`src/rtl/keypad_scan_fsm_pkg.sv`:
```
// Shared types, constants and helpers for the 4x4 keypad column-scan FSM.
package keypad_scan_fsm_pkg;

    localparam int CODE_W = 4;
    localparam logic [3:0] COL_ALL = 4'b1111;

    // 3-bit state encoding; SCAN0..SCAN3 are kept contiguous so the next scan
    // column is simply the next enumeration value.
    typedef enum logic [2:0] {
        IDLE     = 3'd0,
        DEBOUNCE = 3'd1,
        SCAN0    = 3'd2,
        SCAN1    = 3'd3,
        SCAN2    = 3'd4,
        SCAN3    = 3'd5,
        VALID    = 3'd6,
        HOLD     = 3'd7
    } state_t;

    // Index of the lowest set bit; only meaningful when v != 0.
    function automatic logic [1:0] lowest_bit(input logic [3:0] v);
        logic [1:0] idx;
        idx = 2'd0;
        casez (v)
            4'b???1: idx = 2'd0;
            4'b??10: idx = 2'd1;
            4'b?100: idx = 2'd2;
            4'b1000: idx = 2'd3;
            default: idx = 2'd0;
        endcase
        return idx;
    endfunction

    // Column drive pattern for a state: one-hot while scanning, all columns otherwise.
    function automatic logic [3:0] col_for_state(input state_t s);
        logic [3:0] col;
        case (s)
            SCAN0:   col = 4'b0001;
            SCAN1:   col = 4'b0010;
            SCAN2:   col = 4'b0100;
            SCAN3:   col = 4'b1000;
            default: col = COL_ALL;
        endcase
        return col;
    endfunction

endpackage

```
`src/rtl/keypad_scan_fsm_if.sv`:
```
// Keypad-side and consumer-side signals of the scanner.
// Valid/Code: Valid is a one-cycle strobe; Code is meaningful while Valid is high
// and is held afterwards. There is no ready: the consumer must take the strobe.
interface keypad_scan_fsm_if;
    import keypad_scan_fsm_pkg::*;

    logic [3:0]        Row;
    logic [3:0]        Col;
    logic [CODE_W-1:0] Code;
    logic              Valid;
    state_t            dbg_state;

    modport master (input Row, output Col, output Code, output Valid, output dbg_state);
    modport slave  (output Row, input Col, input Code, input Valid, input dbg_state);
endinterface

```
`src/rtl/keypad_scan_fsm_sync.sv`:
```
// Two-flop synchronizer for the asynchronous row-sense lines.
module keypad_scan_fsm_sync_2ff #(
    parameter int W = 4
) (
    input  logic         clock,
    input  logic         reset,
    input  logic [W-1:0] d,
    output logic [W-1:0] q
);
    logic [W-1:0] meta;

    // Two back-to-back flops, both cleared by reset.
    always_ff @(posedge clock) begin
        if (reset) begin
            meta <= '0;
            q    <= '0;
        end else begin
            meta <= d;
            q    <= meta;
        end
    end
endmodule

```
`src/rtl/keypad_scan_fsm.sv`:
```
// Column-drive / row-sense keypad scanner: debounce, locate key, strobe code, wait release.
module keypad_scan_fsm
    import keypad_scan_fsm_pkg::*;
#(
    parameter int DEBOUNCE_CYCLES = 4,
    parameter int SETTLE_CYCLES   = 3
) (
    input logic              clock,
    input logic              reset,
    keypad_scan_fsm_if.master kp
);
    localparam int CNT_MAX = (DEBOUNCE_CYCLES > SETTLE_CYCLES) ? DEBOUNCE_CYCLES : SETTLE_CYCLES;
    localparam int CNT_W   = $clog2(CNT_MAX + 1);
    localparam logic [CNT_W-1:0] DEB_LAST = CNT_W'(DEBOUNCE_CYCLES - 1);
    localparam logic [CNT_W-1:0] SET_LAST = CNT_W'(SETTLE_CYCLES - 1);

    state_t            state, state_nxt;
    logic [CNT_W-1:0]  cnt, cnt_nxt;
    logic [CODE_W-1:0] code_nxt;
    logic [3:0]        row_sync;
    logic [1:0]        scan_idx;

    keypad_scan_fsm_sync_2ff #(.W(4)) u_sync (
        .clock (clock),
        .reset (reset),
        .d     (kp.Row),
        .q     (row_sync)
    );

    assign kp.dbg_state = state;

    // Next-state, counter and code selection from the synchronized rows.
    always_comb begin
        state_nxt = state;
        cnt_nxt   = cnt;
        code_nxt  = kp.Code;
        scan_idx  = 2'd0;
        case (state)
            SCAN1:   scan_idx = 2'd1;
            SCAN2:   scan_idx = 2'd2;
            SCAN3:   scan_idx = 2'd3;
            default: scan_idx = 2'd0;
        endcase
        case (state)
            IDLE: begin
                if (|row_sync) begin
                    state_nxt = DEBOUNCE;
                    cnt_nxt   = '0;
                end
            end
            DEBOUNCE: begin
                if (row_sync == 4'b0000) begin
                    state_nxt = IDLE;
                    cnt_nxt   = '0;
                end else if (cnt == DEB_LAST) begin
                    state_nxt = SCAN0;
                    cnt_nxt   = '0;
                end else begin
                    cnt_nxt = cnt + 1'b1;
                end
            end
            SCAN0, SCAN1, SCAN2, SCAN3: begin
                if (cnt == SET_LAST) begin
                    cnt_nxt = '0;
                    if (|row_sync) begin
                        // Code = 4*row + col; row is the upper two bits.
                        code_nxt  = {lowest_bit(row_sync), scan_idx};
                        state_nxt = VALID;
                    end else if (state == SCAN3) begin
                        state_nxt = IDLE;
                    end else begin
                        state_nxt = state_t'(state + 3'd1);
                    end
                end else begin
                    cnt_nxt = cnt + 1'b1;
                end
            end
            VALID: begin
                state_nxt = HOLD;
                cnt_nxt   = '0;
            end
            HOLD: begin
                if (|row_sync) begin
                    cnt_nxt = '0;
                end else if (cnt == DEB_LAST) begin
                    state_nxt = IDLE;
                    cnt_nxt   = '0;
                end else begin
                    cnt_nxt = cnt + 1'b1;
                end
            end
            default: begin
                state_nxt = IDLE;
                cnt_nxt   = '0;
            end
        endcase
    end

    // State, counter and registered outputs; outputs reflect the state being entered.
    always_ff @(posedge clock) begin
        if (reset) begin
            state    <= IDLE;
            cnt      <= '0;
            kp.Col   <= COL_ALL;
            kp.Code  <= '0;
            kp.Valid <= 1'b0;
        end else begin
            state    <= state_nxt;
            cnt      <= cnt_nxt;
            kp.Col   <= col_for_state(state_nxt);
            kp.Code  <= code_nxt;
            kp.Valid <= (state_nxt == VALID);
        end
    end
endmodule
```
`src/flat_wrapper.sv`:
```
// flat-port wrapper written by rule: the top's interface ports become plain ports
module keypad_scan_fsm_flat import keypad_scan_fsm_pkg::*;
#(
    parameter int DEBOUNCE_CYCLES = 4,
    parameter int SETTLE_CYCLES   = 3
)
  (clock, reset, kp_Row, kp_Col, kp_Code, kp_Valid, kp_dbg_state);
  keypad_scan_fsm_if kp_i ();
  input logic clock;
  input logic reset;
  input wire logic [$bits(kp_i.Row)-1:0] kp_Row;
  output wire logic [$bits(kp_i.Col)-1:0] kp_Col;
  output wire logic [$bits(kp_i.Code)-1:0] kp_Code;
  output wire logic [$bits(kp_i.Valid)-1:0] kp_Valid;
  output wire logic [$bits(kp_i.dbg_state)-1:0] kp_dbg_state;
  assign kp_i.Row = kp_Row;
  assign kp_Col = kp_i.Col;
  assign kp_Code = kp_i.Code;
  assign kp_Valid = kp_i.Valid;
  assign kp_dbg_state = kp_i.dbg_state;
  keypad_scan_fsm #(.DEBOUNCE_CYCLES(DEBOUNCE_CYCLES), .SETTLE_CYCLES(SETTLE_CYCLES)) u_core (.clock(clock), .reset(reset), .kp(kp_i));
endmodule
```
`config.mk`:
```
export PLATFORM = sky130hd
export DESIGN_NAME = keypad_scan_fsm_flat
export DESIGN_NICKNAME = d
export VERILOG_FILES = /design/src/rtl/keypad_scan_fsm_pkg.sv /design/src/rtl/keypad_scan_fsm_if.sv /design/src/rtl/keypad_scan_fsm_sync.sv /design/src/rtl/keypad_scan_fsm.sv /design/src/flat_wrapper.sv
export SDC_FILE = /design/constraint.sdc
export NUM_CORES = 1
export LEC_CHECK = 0
export CORE_MARGIN = 2
export CORE_UTILIZATION = 45
export DETAILED_ROUTE_END_ITERATION = 6
export PLACE_DENSITY = 0.78
export SETUP_SLACK_MARGIN = 0.05
export SLEW_MARGIN = 20
export SYNTH_ARGS = -nofsm -noshare
export SYNTH_HDL_FRONTEND = slang
export SYNTH_HIERARCHICAL = 1
export SYNTH_SLANG_ARGS = --single-unit
```
`constraint.sdc`:
```
create_clock -name clock -period 2.91 [get_ports clock]
set_input_delay 0.4365 -clock clock [delete_from_list [all_inputs] [get_ports clock]]
set_output_delay 0.4365 -clock clock [all_outputs]
set_load 0.01 [all_outputs]
```
## Yosys cells after proc, flatten, opt, wreduce, memory -nomap -nowiden

Index checks and enable logic that the tools add are counted.

- Bits in registers: 23
- Input bits: 6
- Output and inout bits: 12
- Logic and storage cells: 50

- Add/sub/neg operators: 2
- Equal/unequal tests: 18
- Multiplexer cells: 18
- Reductions and logical operators: 5

Operator list:

| operator | number |
|---|---|
| 2-to-1 mux 3 bit | 13 |
| one-hot mux 3 bit (5 select lines) | 2 |
| == test 3 bit, second input constant | 8 |
| == test 3 x 2 -> 1 bit, second input constant | 6 |
| one-hot mux 4 bit (4 select lines) | 1 |
| one-hot mux 2 bit (3 select lines) | 2 |
| OR reduction 4 bit | 2 |
| adder 3 x 1 -> 3 bit, second input constant | 2 |
| == test 4 bit, second input constant | 1 |
| zero test 4 bit | 1 |
| == test 3 x 1 -> 1 bit, second input constant | 1 |
| zero test 3 bit | 1 |
| AND reduction 3 bit | 1 |
| == test 2 bit, second input constant | 1 |
| inequality test 2 x 1 -> 1 bit, second input constant | 1 |

## Longest topological paths before layout

Gate-level depths: netlist (run 1).

- Depth after elaboration: 7
- Mapped depth: 9

## Modules after synthesis

The synthesis (run 1) kept the hierarchy.

Modules (own cells, without submodules):

| module | instances | cells an instance | area an instance (µm²) | sequential area each (µm²) |
|---|---|---|---|---|
| keypad_scan_fsm | 1 | 114 | 999.7 | 300.3 |
| keypad_scan_fsm_sync_2ff | 1 | 16 | 210.2 | 160.2 |

## Worst setup path after synthesis (run 1)

No wires, ideal clock.

- Path type: reg-to-reg
- Start: reg u_core.state[1], in the netlist u_core/kp.dbg_state[1]
- End: reg u_core.kp.Col[2]
- Setup time: 131 ps
- Arrival: 2227 ps
- Slack: 552 ps
- Stages on the path, launching flop included: 10
- Path buffers: 2
- Clock period less this slack: 2358 ps
- Cells stage by stage: dfxtp_1 -> buf_2 -> inv_1 -> ha_1 -> buf_2 -> nor3b_2 -> nand2_1 -> a41oi_4 -> o2111a_1 -> a31oi_1

- Word-level cells in the longest chain between the ends: 7

RTL lines:

| item | line | RTL |
|---|---|---|
| from (decl) | keypad_scan_fsm.sv:17 | `state_t state, state_nxt;` |
| from (signal assigned) | keypad_scan_fsm.sv:108 | `state <= state_nxt;` |
| adder 3 x 1 -> 3 bit or == test 3 bit (tied branches) | keypad_scan_fsm.sv:72, keypad_scan_fsm.sv:44, keypad_scan_fsm.sv:69 |  |
| 2-to-1 mux 3 bit | keypad_scan_fsm.sv:69 | `end else if (state == SCAN3) begin` |
| 2-to-1 mux 3 bit | keypad_scan_fsm.sv:65 | `if (\|row_sync) begin` |
| 2-to-1 mux 3 bit | keypad_scan_fsm.sv:63 | `if (cnt == SET_LAST) begin` |
| one-hot mux 3 bit (5 select lines) * | keypad_scan_fsm.sv:44 | `case (state)` |
| == test 3 bit or == test 3 x 2 -> 1 bit (tied branches) | keypad_scan_fsm_pkg.sv:37 | `case (s)` |
| one-hot mux 4 bit (4 select lines) * | keypad_scan_fsm_pkg.sv:37 |  |
| to (signal assigned) | keypad_scan_fsm.sv:110 | `kp.Col <= col_for_state(state_nxt);` |
| to (decl) | keypad_scan_fsm_if.sv:13 | `modport master (input Row, output Col, output Code, output Valid, output dbg_state);` |

Mark *: on every way between the ends. The rest lies on a longest branch, timed or not.
A chain may end at the register's enable or synchronous reset.

## Worst setup path in the final report (run 1)

Same ends and word-level chain as after synthesis.

==> run summary, run 1 <==
The dominant cell type by area after synthesis was sky130_fd_sc_hd__dfxtp_1. The end-of-flow core utilization is 0.5625, and the slack of the worst reg-to-reg path is 0.42 ns. The number of enable-type register cells in the synthesized netlist came out at 0.

The final number of hold-violating endpoints was 0. CTS placed an instance of sky130_fd_sc_hd__clkbuf_4 at the clock tree root. In the synthesized netlist, the cells that appear most often are sky130_fd_sc_hd__dfxtp_1, sky130_fd_sc_hd__inv_1, sky130_fd_sc_hd__nor2b_1, sky130_fd_sc_hd__ha_1, sky130_fd_sc_hd__nand2_1. The synthesized area divided by synthesized cell count works out to 9.307 µm². Among all cell types in the netlist, the one instantiated most often is sky130_fd_sc_hd__dfxtp_1. Die width: 55.85 µm.

The launching element type of the critical path is a flip-flop. The worst min-delay path class is reg -> reg. The final critical-path required period was 2.495 ns; the power after layout was 526.6 µW.

Clock-pin slew was measured on the worst setup and hold paths at 0.12 ns. On the final layout, the worst clock skew is 0.005905 ns. All-layer global routing usage: 0.1645. Summed over all cells, the static leakage comes to 0.0005457 µW.

Startpoint of the most critical register-to-register path: u_core/kp.dbg_state[1]. The number of antenna violations at the first check in global routing is 0. For the number of I/O pins, the log shows 18.

Detailed placement finished with a half-perimeter wire length of 1842 µm. Dividing the detail-routed via count by the number of cells gives 5.582. After floorplanning, the core was sized to cover 0.002522 mm². Routability-driven placement finished with a final weighted congestion of 0.9988.

The cell area after synthesis was 0.001210 mm². The post-placement setup slack is 0.4469 ns. The synthesized design contains 23 register bits. Across the run, the number of max-cap violations was 0.

Before antenna repair, the detailed router went through 4 iterations. Post-detailed-route DRC marker count: 0. The first-pass GRT wire length is 4140 µm.

The via count of the first global-routing pass is 947, and the worst ir drop on vdd is 0.0003310 V. The count of nets left with antenna violations once routing finished came out at 0. For the total negative slack for setup checks, the log shows 0 ns. The clock reaches the later pin of the worst-skew pair after 0.30 ns.

For the relative slew slack, the log shows 0.5659. The category of the worst setup path capture point was a flip-flop. The sequential cell area fraction in the yosys report is 0.3806, and the endpoint required time on the critical path is 3.10 ns. CTS saw 23 sinks. In this run the core area contains 18 standard-cell rows.

The starting density of the core is 0.4797. The share of Yosys cell area claimed by the top area cell type is 0.3806, and the number of cells on the worst reg-to-reg path is 8. For the pin with the worst max-slew slack, the measured transition is 0.6491 ns. The worst hold path begins at u_core/u_sync/meta[1].

Summed over all layers, the routed wires come to 2394 µm. The synthesis warning total is 6, and the die outline height is 55.85 µm. The number of buffers inserted during clock tree synthesis is 3. The path with the worst hold slack has its endpoint at u_core/u_sync/q[1]. The number of antenna diodes in the final layout is 0. The run gives 162 as the final net count. The floorplan step defined a die boundary enclosing 0.003119 mm². In this run, post-CTS hold repair placed 0 buffers. The layout has 257 filler cells. Gates resized during post-CTS repair numbered 0. In this run the worst path has a maximum fanout of 12. The share of final-layout standard cells stronger than drive strength 1 was 0.09524.

The number of max-slew violations in the final report came out at 0. The area growth from synthesis to layout is 17.27%. The worst reg2reg path endpoint is u_core/kp.Col[2]. Setup violations remaining at the end of the flow were counted as 0.

The worst-case hold slack came out at 0.4480 ns. In the final layout, the multi-input gates occupy 671.9 µm². Registers take 460.4 µm². Synthesis produced a netlist whose cell count is 130.

The tools report the number of buffers on the longest clock path as 2. Fraction of registers with async set or reset after synthesis: 0. Once the clock tree was built, the setup fixing pass inserted 0 buffers.

For the worst setup slack after layout, the log shows 0.4154 ns. Power spread over the standard cell area amounts to 371.2 mW/mm². The routed via count came out at 988. The worst setup path is of the reg -> reg kind. The most used flip-flop cell after synthesis was sky130_fd_sc_hd__dfxtp_1. The final routed wire length divided by cell count came out at 13.53 µm.

The flow ran to the end, and the final reports show no timing, DRC or antenna violations. The ratio of final minimum period to clock period was 0.8572; the residual overflow from global routing was 0. The largest net degree at the start of global routing was 19; the number of stages on the worst hold path was 1. TritonCTS built the clock tree. The tools report the H-tree level count as 1. In the post-synthesis netlist, the biggest area contributors are sky130_fd_sc_hd__dfxtp_1, sky130_fd_sc_hd__ha_1, sky130_fd_sc_hd__nor2b_1. The arrival time reported for the critical path endpoint came out at 2.68 ns.

The synthesized netlist contains 48 unique library cells. Setup repair after global routing left no endpoint under its margin. Input and output buffers added on the ports amount to 17.

Timing would allow up to 400.9 MHz. The detailed router finished its first iteration with 28 violations. For the post-synthesis net count, the log shows 144.
-- critical path: stages (launching register included) --
cell and delay [ns]:
sky130_fd_sc_hd__dfxtp_1 0.58, sky130_fd_sc_hd__inv_1 0.18, sky130_fd_sc_hd__ha_1 0.44, sky130_fd_sc_hd__nor3b_2 0.30
sky130_fd_sc_hd__buf_4 0.20, sky130_fd_sc_hd__nand2_1 0.09, sky130_fd_sc_hd__a41oi_4 0.29, sky130_fd_sc_hd__o2111a_1 0.25
sky130_fd_sc_hd__a31oi_1 0.04
-- registers in the layout (all words and copies together), names as in the netlist --
| signal | flops |
|---|---|
| u_core/cnt | 3 |
| u_core/kp.Code | 4 |
| u_core/kp.Col | 4 |
| u_core/kp.Valid | 1 |
| u_core/kp.dbg_state | 3 |
| u_core/u_sync/meta | 4 |
| u_core/u_sync/q | 4 |
-- layout by cell type (no fill, tap or decap), types with 2 or more instances in the layout --
cell type,n
sky130_fd_sc_hd__dfxtp_1,23
sky130_fd_sc_hd__clkdlybuf4s50_1,17
sky130_fd_sc_hd__inv_1,10
sky130_fd_sc_hd__nor2b_1,9
sky130_fd_sc_hd__nand2_1,8
sky130_fd_sc_hd__ha_1,8
sky130_fd_sc_hd__nor2_1,6
sky130_fd_sc_hd__a21oi_1,5
sky130_fd_sc_hd__a31oi_1,5
sky130_fd_sc_hd__nor3_1,4
sky130_fd_sc_hd__o21ai_0,4
sky130_fd_sc_hd__clkbuf_4,3
sky130_fd_sc_hd__nand3_1,3
sky130_fd_sc_hd__buf_4,2
sky130_fd_sc_hd__and2_1,2
sky130_fd_sc_hd__nand2b_1,2
sky130_fd_sc_hd__nor4_1,2
sky130_fd_sc_hd__o32ai_1,2
sky130_fd_sc_hd__o22ai_1,2
sky130_fd_sc_hd__o221ai_1,2
-- where the power goes --
part / total, µW / leakage, µW / internal [µW] / switching, µW
Combinational: 56.0 / 0.000343 / 24.8 / 31.2
Sequential: 329 / 0.000187 / 322 / 7.43
Clock: 141 / 0.0000150 / 53.4 / 87.9
-- worst max-delay path by stage --
stage	from	to	slack [ns]	depth (start not counted)
final	u_core/kp.dbg_state[1]	u_core/kp.Col[2]	0.42	8
after global routing	u_core/kp.dbg_state[1]	u_core/kp.Col[2]	0.16	8
after CTS	u_core/kp.dbg_state[1]	u_core/kp.Col[2]	0.43	8
after detailed placement	u_core/kp.dbg_state[1]	u_core/kp.Col[2]	0.45	8
after global placement	u_core/kp.dbg_state[1]	u_core/kp.Col[0]	0.53	8
after floorplan	u_core/kp.dbg_state[1]	u_core/kp.Col[2]	0.55	9
-- logic make-up (layout without fill, tap and decap cells) --
kind of cell             Yosys count  count (layout)  share of synthesized area
adder cells (fa/ha/maj)            8               8                    0.08273
flip-flops                        23              23                     0.3806
AND/OR/NAND/NOR                   47              47                     0.2254
buffers and inverters             16              33                    0.06411
multiplexers                       1               1                   0.008273
AO/OA/AOI/OAI                     34              34                     0.2317
XOR/XNOR                           1               1                   0.007240
-- final cells by class --
cell class | instances | area share
Clock buffer | 4 | 0.01852
Timing Repair Buffer | 19 | 0.1305
Multi-Input combinational cell | 91 | 0.4735
Tap cell | 30 | 0.02646
Inverter | 10 | 0.02646
Sequential cell | 23 | 0.3245
-- metal layers --
metal / wire, µm / part of all wire / track usage / vias up
met5: 0 / 0 / 0 / -
met4: 12 / 0.0050 / 0.06122 / 0
met3: 168 / 0.070 / 0.03721 / 2
met2: 1102 / 0.46 / 0.2636 / 31
met1: 1110 / 0.46 / 0.2165 / 446
li1: - / - / - / 509
-- metrics by stage --
step | cells | area (µm²)
after floorplan | 130 | 1210
after global placement | 173 | 1393
after detailed placement | 173 | 1393
after CTS | 177 | 1419
after global routing | 177 | 1419
final | 177 | 1419
Note: power is estimated with default switching activity, not from simulation.
==> run 2: changes to the inputs <==
--- a/config.mk
+++ b/config.mk
@@ -8,7 +8,7 @@
 export CORE_MARGIN = 2
 export CORE_UTILIZATION = 45
 export DETAILED_ROUTE_END_ITERATION = 6
-export PLACE_DENSITY = 0.78
+export PLACE_DENSITY = 0.77
 export SETUP_SLACK_MARGIN = 0.05
 export SLEW_MARGIN = 20
 export SYNTH_ARGS = -nofsm -noshare
==> run 2 against run 1 <==
Clock-buffer cell count did not move; register-to-register slack got worse by 0.05 ns; setup slack got worse by 0.045 ns; core utilization stayed put; highest routed layer unchanged; sequential share of layout area stayed put; final cell count stayed put; maximum frequency shrank 1.8%; total power about the same.
==> run summary, run 2 (synthesis gave the netlist of run 1 again) <==
The tools report the register area as 460.4 µm². The category of the worst setup path capture point is a flip-flop. Final critical-path required period: 2.540 ns.

The tools report the post-detailed-route DRC marker count as 0. The count of buffers inserted at the top-level ports works out to 17. The via count of the first global-routing pass was 954. The run gives 3.09 ns as the endpoint required time on the critical path. In this run, the number of DRC markers left after iteration 0 of detailed routing was 53. The number of stages on the worst hold path came out at 1. Final routed wire length divided by cell count: 13.67 µm.

The growth of design area from synthesis to finish was 17.27%; the routed via count was 1,023. The max-capacitance violation count is 0, and the number of buffers on the longest clock path is 2. The logs give 671.9 µm² for the area of the multi-input gates and 0 for the number of hold-repair buffers added at the cts stage. The first global-routing pass estimated 4188 µm of wire. For the worst setup path, the data arrival time is 2.72 ns. Across all register-to-register paths, the minimum setup slack is 0.37 ns. The startpoint identified for the worst register-to-register timing path is u_core/kp.dbg_state[1]. The tools report the number of search-and-repair iterations in the first detailed-routing pass as 4.

The number of antenna violations at the first check in global routing is 0, and the post-cts gate resize count is 0. The worst hold path belongs to the class reg -> reg. The launch instance of the worst min-delay path was u_core/u_sync/meta[1].

The measured slew at the worst slew-check pin was 0.6753 ns; the clock-pin slew on the worst setup and hold paths was 0.12 ns. The design draws 526.6 µW. Buffers inserted during post-CTS setup optimization: 0.

The ratio of final minimum period to clock period is 0.8728. The run gives 18 as the number of I/O pins. Leaving out fill and tap cells, the most frequent cell in the layout is sky130_fd_sc_hd__dfxtp_1.

The share of final-layout standard cells stronger than drive strength 1 is 0.09524, and the final number of hold-violating endpoints is 0. Leaving out fill and tap cells, the most frequent cells in the layout are sky130_fd_sc_hd__dfxtp_1, sky130_fd_sc_hd__clkdlybuf4s50_1, sky130_fd_sc_hd__inv_1. In this run the worst path has a maximum fanout of 12. The residual overflow from global routing is 0. The tools report the insertion delay of the later-clocked pin in the worst-skew pair as 0.30 ns.

Clock tree synthesis found a total of 23 sinks. The worst register-to-register path ends at u_core/kp.Col[2]. Traced cell by cell, the critical path runs through inv_1 > ha_1 > nor3b_2 > buf_4 > a22o_1 > a21oi_1 > nor3_1 > a31oi_1. The delay of the slowest critical-path stage was 0.58 ns.

The run gives 3 as the number of buffers inserted during clock tree synthesis. After detailed routing, the number of vias per cell comes to 5.780. Among all stages on the critical path, the largest delay is contributed by sky130_fd_sc_hd__dfxtp_1.

The HPWL after detailed placement is 1818 µm. The critical setup path kind is reg -> reg. At the end of routability-driven placement, the weighted congestion stood at 0.9653. End-of-flow core utilization: 0.5625.

The placement row count was 18; the worst ir drop on vdd was 0.0003715 V. The worst-case hold slack came out at 0.4484 ns. The total power divided by cell area was 371.2 mW/mm²; the number of setup violations in the final report was 0. Entering global routing, the biggest net connects 19 pins. The die is 55.85 µm wide. The number of antenna diodes in the final layout is 0. The tree is rooted in a sky130_fd_sc_hd__clkbuf_4. For the number of instances in the placed design, the log shows 173.

The routed design has 2419 µm of wire. The relative slew slack is 0.5461. For the final routed database, the setup TNS stands at 0 ns.

The launching element type of the critical path is a flip-flop. The number of nets with antenna violations after routing was 0; the maximum achievable frequency was 393.7 MHz. Clock skew on the completed layout was measured at 0.001098 ns. The flow ran to the end, and the final reports show no timing, DRC or antenna violations. The path with the worst hold slack has its endpoint at u_core/u_sync/q[1].

The final net count was 162; the filler-free cell count of the finished design was 177. The starting density of the core was 0.4797. The tools report the reported leakage power as 0.0005457 µW. The region available for standard cell placement spans 0.002522 mm². The floorplan step defined a die boundary enclosing 0.003119 mm². For the worst flop-to-flop path, the logic depth is 8.

Setup repair after global routing left no endpoint under its margin. The layout has 229 filler cells. TritonCTS built the clock tree. The number of max-slew violations in the final report was 0; the die outline height was 55.85 µm. The H-tree level count was 1. The all-layer global routing usage came out at 0.1647.
==> run 2: power by group <==
part / leakage [µW] / internal (µW) / switching, µW
Sequential: 0.000187 / 322 / 7.41
Combinational: 0.000343 / 24.8 / 31.7
Clock: 0.0000150 / 53.4 / 87.5
==> run 2: layout make-up <==
| class | instances | area share |
|---|---|---|
| Multi-Input combinational cell | 91 | 0.4735 |
| Tap cell | 30 | 0.02646 |
| Timing Repair Buffer | 19 | 0.1305 |
| Clock buffer | 4 | 0.01852 |
| Sequential cell | 23 | 0.3245 |
| Inverter | 10 | 0.02646 |
==> run 2: worst max path at each step <==
stage | start | end | slack [ns]
detailed placement | u_core/kp.dbg_state[1] | u_core/kp.Col[2] | 0.44
finish | u_core/kp.dbg_state[1] | u_core/kp.Col[2] | 0.37
floorplan | u_core/kp.dbg_state[1] | u_core/kp.Col[2] | 0.55
global route | u_core/kp.dbg_state[1] | u_core/kp.Col[2] | 0.13
global placement | u_core/kp.dbg_state[1] | u_core/kp.Col[0] | 0.52
CTS | u_core/kp.dbg_state[1] | u_core/kp.Col[2] | 0.41
==> run 2: stage by stage <==
stage	area (µm²)	worst slack (ns)
after detailed placement	1393	0.4367
after floorplan	1210	0.5520
after global routing	1419	0.1310
after global placement	1393	0.5226
after CTS	1419	0.4087
final	1419	0.3701
==> run 2: per-layer routing <==
metal  GRT usage  vias to the layer above  part of all wire
li1            -                      502                 -
met1      0.2126                      470              0.42
met2      0.2840                       49              0.48
met3     0.01628                        2             0.095
met4     0.06122                        0            0.0058
met5           0                        -                 0
==> run 2: worst max-delay path, delay by kind of cell (launching register included) <==
kind | cells | cell delay, ns
simple gates | 2 | 0.65
flops | 1 | 0.58
fa+ha+maj | 1 | 0.44
buf+inv | 2 | 0.39
compound gates | 3 | 0.36
==> run 3: changes to the inputs <==
--- a/config.mk
+++ b/config.mk
@@ -5,6 +5,7 @@
 export SDC_FILE = /design/constraint.sdc
 export NUM_CORES = 1
 export LEC_CHECK = 0
+export ABC_AREA = 1
 export CORE_MARGIN = 2
 export CORE_UTILIZATION = 45
 export DETAILED_ROUTE_END_ITERATION = 6
==> run 3 against run 2 <==
Sequential cell count unchanged; total power grew 7.8%; worst hold slack lost 0.039 ns; cell area increased by 2.4%; setup slack better by 0.44 ns; sequential power rose by 2%; register-to-register slack better by 0.44 ns; critical endpoint is now u_core/kp.Col[0].
==> run summary, run 3 <==
The run finished with clean final reports. The die covers 0.003248 mm². After the last flow step, the layout net total stands at 200.

Counting every net in the synthesized netlist gives 182. The dominant cell type by count on the critical path is sky130_fd_sc_hd__nand2_1. The starting density of the core is 0.4663. The worst setup path is launched from a flip-flop. The share of final-layout standard cells stronger than drive strength 1 came out at 0.1514. Setup repair after global routing left no endpoint under its margin. The run gives 0 as the post-cts gate resize count.

For this design the ratio of total power to cell area is 391.0 mW/mm². Leaving out fill and tap cells, the most frequent cell in the layout is sky130_fd_sc_hd__nand2_1. The leading cell type by number of instances after synthesis is sky130_fd_sc_hd__nand2_1. Category of the worst setup path capture point: a flip-flop.

In this run, synthesis produced a sequential element count of 23. The run gives 4 as the number of search-and-repair iterations in the first detailed-routing pass. The number of I/O pins was 18. Total negative slack for setup checks: 0 ns. The largest individual stage delay along the critical path comes from the cell sky130_fd_sc_hd__dfxtp_1.

The final critical-path required period is 2.101 ns. The share of Yosys cell area claimed by the top area cell type came out at 0.3644. The tools report the via count of the first global-routing pass as 1,011. Cell area after synthesis: 0.001264 mm². Setup violations remaining at the end of the flow were counted as 0. Max-cap violations in this run came to 0. The run gives 2 as the number of buffers on the longest clock path.

The buffer cell driving the clock tree root is sky130_fd_sc_hd__clkbuf_4. The all-layer global routing usage was 0.1602; the clock skew after layout was 0.002281 ns. For the number of max-slew violations in the final report, the log shows 0. The launch instance of the worst min-delay path was u_core/u_sync/meta[0].

For this design the static power due to leakage is 0.0006474 µW. Compared with the post-synthesis result, the final layout area differs by 14.95%. Yosys printed 6 warnings.

TritonCTS built the clock tree. Buffers placed on the I/O ports in this run total 17. In this run the core area contains 19 standard-cell rows. Startpoint of the most critical register-to-register path: u_core/kp.dbg_state[1]. The clock net in this run drives a total of 23 sinks.

The min-delay analysis places its worst path in the category reg -> reg. The critical setup path kind was reg -> reg. Dividing the detail-routed wire length by the instance count gives 11.54 µm.

Fill cell instance count of the final layout: 262. For the H-tree level count, the log shows 1. The fraction of registers with async set or reset after synthesis was 0; the sequential cell area fraction in the yosys report was 0.3644. For the detailed router's first-iteration violation count, the log shows 39. The most used flip-flop cell after synthesis is sky130_fd_sc_hd__dfxtp_1.

The first global-routing pass estimated 4271 µm of wire. The synthesized design contains 0 enable-type register cells. Counting instances, the worst hold path has a depth of 2. The synthesized netlist cell count is 168.

The detailed-route vias per instance works out to 5.046. The relative slew slack was 0.5024. For flop-to-flop paths, the worst setup slack is 0.81 ns. The path with the worst hold slack has its endpoint at u_core/u_sync/q[0].

In this run the worst path has a maximum fanout of 8. The logs give 0 for the residual overflow from global routing and 0 for the number of nets with antenna violations after routing. The measured slew at the worst slew-check pin was 0.7441 ns. For the number of antenna violations at the first check in global routing, the log shows 0. The netlist uses 25 different library cells. The worst reg2reg path endpoint is u_core/kp.Col[0]. Entering global routing, the biggest net connects 23 pins. The ratio of final minimum period to clock period works out to 0.7221. At the later pin of the worst-skew pair, clock insertion delay measures 0.29 ns. The clock-pin slew on the worst setup and hold paths works out to 0.12 ns.

The final layout contains routed wiring with a total length of 2493 µm. For the worst setup path, the data required time is 3.10 ns. The die width works out to 56.99 µm.

Averaged over all synthesized cells, the footprint is 7.522 µm². VDD sags by at most 0.0003989 V. Sorting the synthesized cells by area gives the leading types as sky130_fd_sc_hd__dfxtp_1, sky130_fd_sc_hd__nand2_1, sky130_fd_sc_hd__ha_1. Based on the critical path, the design can be clocked at up to 475.9 MHz. The synthesized design spends more area on one cell type than any other, namely sky130_fd_sc_hd__dfxtp_1.

By count the netlist is led by sky130_fd_sc_hd__nand2_1, sky130_fd_sc_hd__dfxtp_1, sky130_fd_sc_hd__nor2_1, sky130_fd_sc_hd__inv_1, sky130_fd_sc_hd__a21oi_1. The library cells used most frequently in the layout, excluding fill and tap cells, are sky130_fd_sc_hd__nand2_1, sky130_fd_sc_hd__dfxtp_1, sky130_fd_sc_hd__nor2_1. Data arrives at the worst endpoint at 2.29 ns. The delay of the slowest critical-path stage works out to 0.57 ns. Across all hold checks on the routed design, the worst slack comes to 0.4096 ns. The number of cells on the worst reg-to-reg path is 10. The die outline height is 56.99 µm, and the buffers inserted during post-CTS setup optimization is 0. The tools report the register area as 460.4 µm². The signal on the critical path passes through inv_2 > ha_1 > inv_1 > nand2_1 > nand3_1 > nand2_1 > nand2_1 > inv_2 > a21oi_1 > nand2_1. The logs give 0.002710 mm² for the core box area and 1875 µm for the HPWL after detailed placement.

For the final number of hold-violating endpoints, the log shows 0. The run gives 0.8503 as the weighted congestion at the end of routability-driven global placement. After detailed routing, the number of remaining DRC violations is 0. For this design, the CTS-stage hold fixing added 0 buffers. The logs give 663.1 µm² for the area of the multi-input gates and 0 for the number of inserted diodes.

For this block, the via count after detailed routing is 1,090. TritonCTS created 3 clock buffers.
[run 3: cell count changes in the layout (fill, tap and decap cells not counted), moves of 3 or more]
cell                      previous run  this run
sky130_fd_sc_hd__nand3_1             3         9
sky130_fd_sc_hd__inv_2               0         3
sky130_fd_sc_hd__nor2_2              0         5
sky130_fd_sc_hd__nand2_1             8        32
sky130_fd_sc_hd__nand2_2             0         7
sky130_fd_sc_hd__nor2_1              6        22
sky130_fd_sc_hd__a31oi_1             5         0
sky130_fd_sc_hd__inv_1              10        20
sky130_fd_sc_hd__nor2_4              0         3
sky130_fd_sc_hd__nor2b_1             9         0
sky130_fd_sc_hd__a21oi_1             5        14
[run 3: worst max path at each step]
stage	from	end	slack (ns)
2_1_floorplan	u_core/kp.dbg_state[1]	u_core/kp.Col[1]	1.18
3_3_place_gp	u_core/kp.dbg_state[1]	u_core/kp.Col[2]	0.95
3_5_place_dp	u_core/kp.dbg_state[1]	u_core/kp.Col[2]	0.92
4_1_cts	u_core/kp.dbg_state[1]	u_core/kp.Col[3]	0.87
5_1_grt	u_core/kp.dbg_state[1]	u_core/kp.Col[3]	0.68
6_report	u_core/kp.dbg_state[1]	u_core/kp.Col[0]	0.81
[run 3: cells by family (layout without fill, tap and decap cells)]
kind of cell,Yosys count,count (layout),synth area share
compound gates,21,21,0.09703
fa+ha+maj,8,8,0.07921
flops,23,23,0.3644
simple gates,87,87,0.3485
buf+inv,29,46,0.1109
[run 3: area by class of cell]
type                            count  area share
Multi-Input combinational cell    116      0.4565
Sequential cell                    23      0.3170
Timing Repair Buffer               17      0.1171
Inverter                           25     0.06460
Tap cell                           31     0.02670
Clock buffer                        4     0.01809
[run 3: power by group]
group | total [µW] | switching [µW] | internal (µW)
Combinational | 93.4 | 59.1 | 34.2
Clock | 140 | 86.4 | 53.3
Sequential | 335 | 11.6 | 323
Total | 568 | 157 | 411
[run 3: metrics by stage]
| step | worst slack [ns] | total power (µW) | util | std cells | area (µm²) |
|---|---|---|---|---|---|
| final | 0.8086 | 567.9 | 0.5360 | 216 | 1453 |
| after global routing | 0.6784 | 597.2 | 0.5360 | 216 | 1453 |
| after CTS | 0.8740 | 571.3 | 0.5360 | 216 | 1453 |
| after detailed placement | 0.9187 | 432.3 | 0.5263 | 212 | 1426 |
| after global placement | 0.9508 | 429.5 | 0.5263 | 212 | 1426 |
| after floorplan | 1.180 | 417.0 | - | 168 | 1264 |
[run 3: layer usage]
metal  track usage  part of all wire  up-vias
li1              -                 -      562
met1        0.2087              0.45      502
met2        0.2775              0.50       24
met3       0.02494             0.046        2
met4       0.03987            0.0068        0
met5             0                 0        -
[run 3: critical path: cells and delay by family (launching register included)]
kind / cells / cell delay, ns
DFF: 1 / 0.57
AOI/OAI and AO/OA: 1 / 0.15
buffers and inverters: 3 / 0.32
and+or+nand+nor: 5 / 0.56
adders and majority gates: 1 / 0.41
